`src/rtl/capture_unit.sv`:
```
// Serial-to-word capture engine: samples dIn at a divided bit rate, packs bits MSB-first
// into 32-bit words and hands each word to a downstream write FIFO until the requested count is pushed.
module capture_unit #(
  parameter int CLK_DIV = 2,
  parameter int CNT_W   = 16
) (
  input  logic             clk,
  input  logic             resetN,
  input  logic             enable,
  input  logic [CNT_W-1:0] captureNum,
  input  logic             dIn,
  input  logic             dValid,
  input  logic             fifoFull,
  output logic [31:0]      captureData,
  output logic             pushWrite,
  output logic [CNT_W-1:0] wordCount,
  output logic             complete,
  output logic             overflow
);

  localparam int DIV_W = (CLK_DIV > 2) ? $clog2(CLK_DIV) : 1;
  localparam logic [DIV_W-1:0] DIV_MAX = DIV_W'(CLK_DIV - 1);

  typedef enum logic [1:0] {IDLE, SHIFT, DRAIN, DONE} state_t;

  state_t           state, nextState;
  logic [DIV_W-1:0] divider;
  logic [4:0]       bitCnt;
  logic [31:0]      shiftReg;
  logic [31:0]      holdReg;
  logic             pending;
  logic [CNT_W-1:0] reqNum;
  logic [CNT_W-1:0] needed;
  logic             running;
  logic             sample;
  logic             wordDone;

  // Words still to be assembled: those neither pushed nor waiting in holdReg.
  assign needed   = reqNum - wordCount - CNT_W'(pending);
  assign running  = (state == SHIFT) || (state == DRAIN);
  assign sample   = (state == SHIFT) && enable && (needed != '0)
                    && (divider == DIV_MAX) && dValid;
  assign wordDone = sample && (bitCnt == 5'd31);

  // Gated by enable and resetN so neither an abort nor a reset cycle can emit a strobe.
  assign pushWrite   = pending && !fifoFull && enable && resetN;
  assign captureData = holdReg;
  assign complete    = (state == DONE);

  always_ff @(posedge clk) begin
    if (!resetN) state <= IDLE;
    else         state <= nextState;
  end

  // NOTE: every output of this block gets a default first so no latch is inferred.
  always_comb begin
    nextState = state;
    case (state)
      IDLE:  if (enable) nextState = (captureNum == '0) ? DONE : SHIFT;
      SHIFT: if (!enable) nextState = IDLE;
             else if (needed == '0) nextState = DRAIN;
      DRAIN: if (!enable) nextState = IDLE;
             else if (!pending && (wordCount == reqNum)) nextState = DONE;
      DONE:  if (!enable) nextState = IDLE;
      default: nextState = IDLE;
    endcase
  end

  // NOTE: reset here is synchronous (sampled on the clock edge) and all state uses <=.
  always_ff @(posedge clk) begin
    if (!resetN) begin
      divider   <= '0;
      bitCnt    <= '0;
      shiftReg  <= '0;
      holdReg   <= '0;
      pending   <= 1'b0;
      reqNum    <= '0;
      wordCount <= '0;
      overflow  <= 1'b0;
    end else if (state == IDLE && enable) begin
      reqNum    <= captureNum;
      wordCount <= '0;
      overflow  <= 1'b0;
      bitCnt    <= '0;
      divider   <= '0;
      pending   <= 1'b0;
    end else if (running && !enable) begin
      pending <= 1'b0;
    end else begin
      if (state == SHIFT) divider <= (divider == DIV_MAX) ? '0 : divider + 1'b1;
      if (sample) begin
        shiftReg <= {shiftReg[30:0], dIn};
        bitCnt   <= bitCnt + 5'd1;
      end
      // A push in the same cycle frees holdReg, so a completing word can take its place.
      if (wordDone) begin
        if (!pending || pushWrite) begin
          holdReg <= {shiftReg[30:0], dIn};
          pending <= 1'b1;
        end else begin
          overflow <= 1'b1;
        end
      end else if (pushWrite) begin
        pending <= 1'b0;
      end
      if (pushWrite) wordCount <= wordCount + 1'b1;
    end
  end

endmodule

```
`config.mk`:
```
export PLATFORM = sky130hd
export DESIGN_NAME = capture_unit
export DESIGN_NICKNAME = d
export VERILOG_FILES = /design/src/rtl/capture_unit.sv
export SDC_FILE = /design/constraint.sdc
export NUM_CORES = 1
export LEC_CHECK = 0
export CORE_AREA = 2 2 102 104
export DETAILED_ROUTE_END_ITERATION = 6
export DIE_AREA = 0 0 104 106
export HOLD_SLACK_MARGIN = 0.03
export PLACE_DENSITY = 0.79
export SYNTH_ARGS = -nofsm -noshare
export SYNTH_HDL_FRONTEND = slang
export SYNTH_SLANG_ARGS = --single-unit
```
`constraint.sdc`:
```
create_clock -name clk -period 10.6 [get_ports clk]
set_input_delay 2.12 -clock clk [delete_from_list [all_inputs] [get_ports clk]]
set_output_delay 2.12 -clock clk [all_outputs]
set_load 0.005 [all_outputs]
```
==> qor.csv <==
metric,value,unit
die_height,106,um
achievable-frequency,171,MHz
totalWireLength,11900,um
clock_insertion_delay_worst_skew,0.38,ns
grt_antenna_before_repair,0,
synthToLayoutAreaGrowth,17.6,%
critPathLaunchType,primary input,
final.period_utilization,55.1,%
grt_pass1_vias,4219,
clock_skew,0.0178,ns
clock_sink_count,105,
design_area,6330,sq um
mean_instance_size_in_the_synthesized_netlist,8.37,sq um
synth_seq_cells,105,
postSynth.topFlopCell,dfxtp_1,
cts_hold_buf,0,
number_of_buffers_on_the_longest_clock_path,2,
rows,37,
start_util,53.8,%
grt_util_all_layers,21.9,%
cp-end-kind,output pin,
clock_tree.htree_level_count,3,
postRouteAntennaNets,0,
result_of_the_run,completed,
grt_pass1_wl,19900,um
drt-wirelength-per-cell,14.3,um
num_antenna_cells,0,
reg2reg_setup_slack,5.38,ns
worst-slew-pin-transition,1.08,ns
crit_fanout,9,
cp_data_required_time,8.48,ns
synth_warnings,0,
drv_cap,0,
routed-via-count,4583,
whs,0.468,ns
layout.area.seq,2100,sq um
power_density,153,nW/um^2
cts.clk_slew.worst_paths,0.12,ns
post-route-worst-setup-slack,4.76,ns
maxSlewHeadroom,28.1,%
via_density_per_instance,5.50,
async_flop_share,0,%
drt_pre_antenna_iters,5,
tritoncts,done,
cts_inserted_buffers,9,
final.setup.tns,0,ns
synth_enable_flop_cells,0,
criticalPathCategory,in2out,
detail_route.iter0.violations,228,
final-max-slew-violation-count,0,
layout-drive-gt1-share,4.30,%
crit_arrival,3.72,ns
area_of_the_core,10000,sq um
nets,752,
grt.overflow.total,0,
hp-class,reg2reg,
static-leakage-power,0.00260,uW
dp_slack,4.76,ns
gpl.final_weighted_congestion,0.902,
placement.cell_area,6120,sq um
setup_viol,0,
grt_start_max_net_pins,117,
irDropWorstVdd,0.116,mV
synthesis.area,5380,sq um
mappedNetlistNets,702,
synth.lib_cells_used.distinct,53,
synth_sequential_area_ratio,39.1,%
design.portCount,73,
cts.root.buffer_cell,clkbuf_8,
finalHoldViolations,0,
place.port_buffers,72,
die-area,11000,sq um
floorplan.die.width,104,um
post_cts.resized_instances,0,
post-dp-hpwl,8590,um
post-route-drc-count,0,
grt_setup_unrepaired,false,
multi_input_area,2930,sq um
finalCriticalPeriod,5.84,ns
synthCells,643,
layout.core_utilization,63.3,%
postCtsSetupBuffers,0,
filler_cell_count,872,
==> logic make-up after synthesis <==
group	after synthesis	synth area share [%]
compound gates	119	14.8
flops	105	39.1
mux	35	6.51
xor+xnor	25	4.21
buf+inv	85	6.46
simple gates	237	20.1
fa+ha+maj	37	8.88
==> registers in the layout, indices dropped and copies added (netlist names), 2 cells and up <==
| register | count |
|---|---|
| bitCnt | 5 |
| captureData | 32 |
| reqNum | 16 |
| shiftReg | 31 |
| state | 2 |
| wordCount | 16 |
==> cells in the mapped netlist, drive strengths merged, types with 2 or more instances <==
| library cell | instances | area, sq um |
|---|---|---|
| nand2 | 113 | 424 |
| dfxtp | 105 | 2100 |
| inv | 50 | 188 |
| o21ai | 45 | 225 |
| nand3 | 43 | 220 |
| ha | 35 | 438 |
| mux2i | 35 | 350 |
| nor2 | 31 | 116 |
| clkbuf | 25 | 93.8 |
| a21oi | 22 | 110 |
| a21boi | 17 | 128 |
| xor2 | 15 | 131 |
| nand4 | 12 | 75.1 |
| buf | 10 | 66.3 |
| xnor2 | 10 | 95.1 |
| nor3 | 7 | 35.0 |
| nor4 | 6 | 37.5 |
| a211oi | 5 | 55.1 |
| a21o | 5 | 37.5 |
| a2111oi | 4 | 53.8 |
| a31oi | 4 | 25.0 |
| and2 | 4 | 25.0 |
| nand2b | 4 | 25.0 |
| or3 | 4 | 25.0 |
| a41o | 3 | 30.0 |
| and3 | 3 | 18.8 |
| nor3b | 3 | 22.5 |
| a221oi | 2 | 17.5 |
| a41oi | 2 | 17.5 |
| and4 | 2 | 17.5 |
| fa | 2 | 40.0 |
| o2111ai | 2 | 23.8 |
| or2 | 2 | 12.5 |
==> through the flow <==
stage / cells / power (uW)
2_1_floorplan: 643 / 654
3_3_place_gp: 818 / 712
3_5_place_dp: 818 / 718
4_1_cts: 834 / 969
5_1_grt: 834 / 1020
6_report: 834 / 967
==> cells in the final DEF, fill, tap and decap left out, types with 3 or more instances in the layout <==
cell type	n
a211oi_1	3
nand4_1	12
inv_8	3
nor3_1	7
and3_1	3
xor2_1	15
a31oi_1	4
nor3b_1	3
nor4_1	6
nand2b_1	4
or3_1	4
a21oi_1	22
nand3_1	42
and2_1	4
mux2i_1	35
nand2_1	113
buf_4	3
inv_1	50
a2111oi_0	3
dfxtp_1	105
o21ai_0	43
clkdlybuf4s50_1	71
a21o_1	5
a41o_1	3
nor2_1	31
ha_1	35
clkbuf_8	9
a21boi_0	17
xnor2_1	9
==> path summary, 6_finish.rpt <==
path / from / end / cells past startpoint
worst max-delay path: enable / pushWrite / 3
worst min-delay path: shiftReg[12]$_SDFFE_PN0P_ / shiftReg[13]$_SDFFE_PN0P_ / 2
worst max register to register: wordCount[0]$_SDFFE_PP0P_ / captureData[22]$_SDFFE_PN0P_ / 14
worst min register to register: shiftReg[12]$_SDFFE_PN0P_ / shiftReg[13]$_SDFFE_PN0P_ / 2
==> power breakdown <==
group	internal [uW]	switching, uW	leakage, uW
Sequential	409	10.6	0.000848
Combinational	115	180	0.00165
Clock	94.8	157	0.000101
Total	619	348	0.00260
==> per-layer routing <==
metal / up-vias / wire length, um / GRT usage (%)
li1: 2305 / - / -
met1: 2144 / 5430 / 28.1
met2: 116 / 5690 / 37.1
met3: 18 / 574 / 3.86
met4: 0 / 210 / 7.82
met5: - / 0 / 0
==> worst max-delay path, stage by stage <==
cell	delay, ns
clkdlybuf4s50_1	0.62
and4b_1	0.42
clkdlybuf4s50_1	0.56
==> layout make-up <==
cell class,instances,share of cell area [%]
inverters,50,2.96
well taps,136,2.69
flip-flops and latches,105,33.2
clock inverters,7,1.30
clock buffers,9,1.96
repair buffers,74,11.6
multi-input cells,453,46.3
No activity file was read; power rests on OpenSTA's default activity.
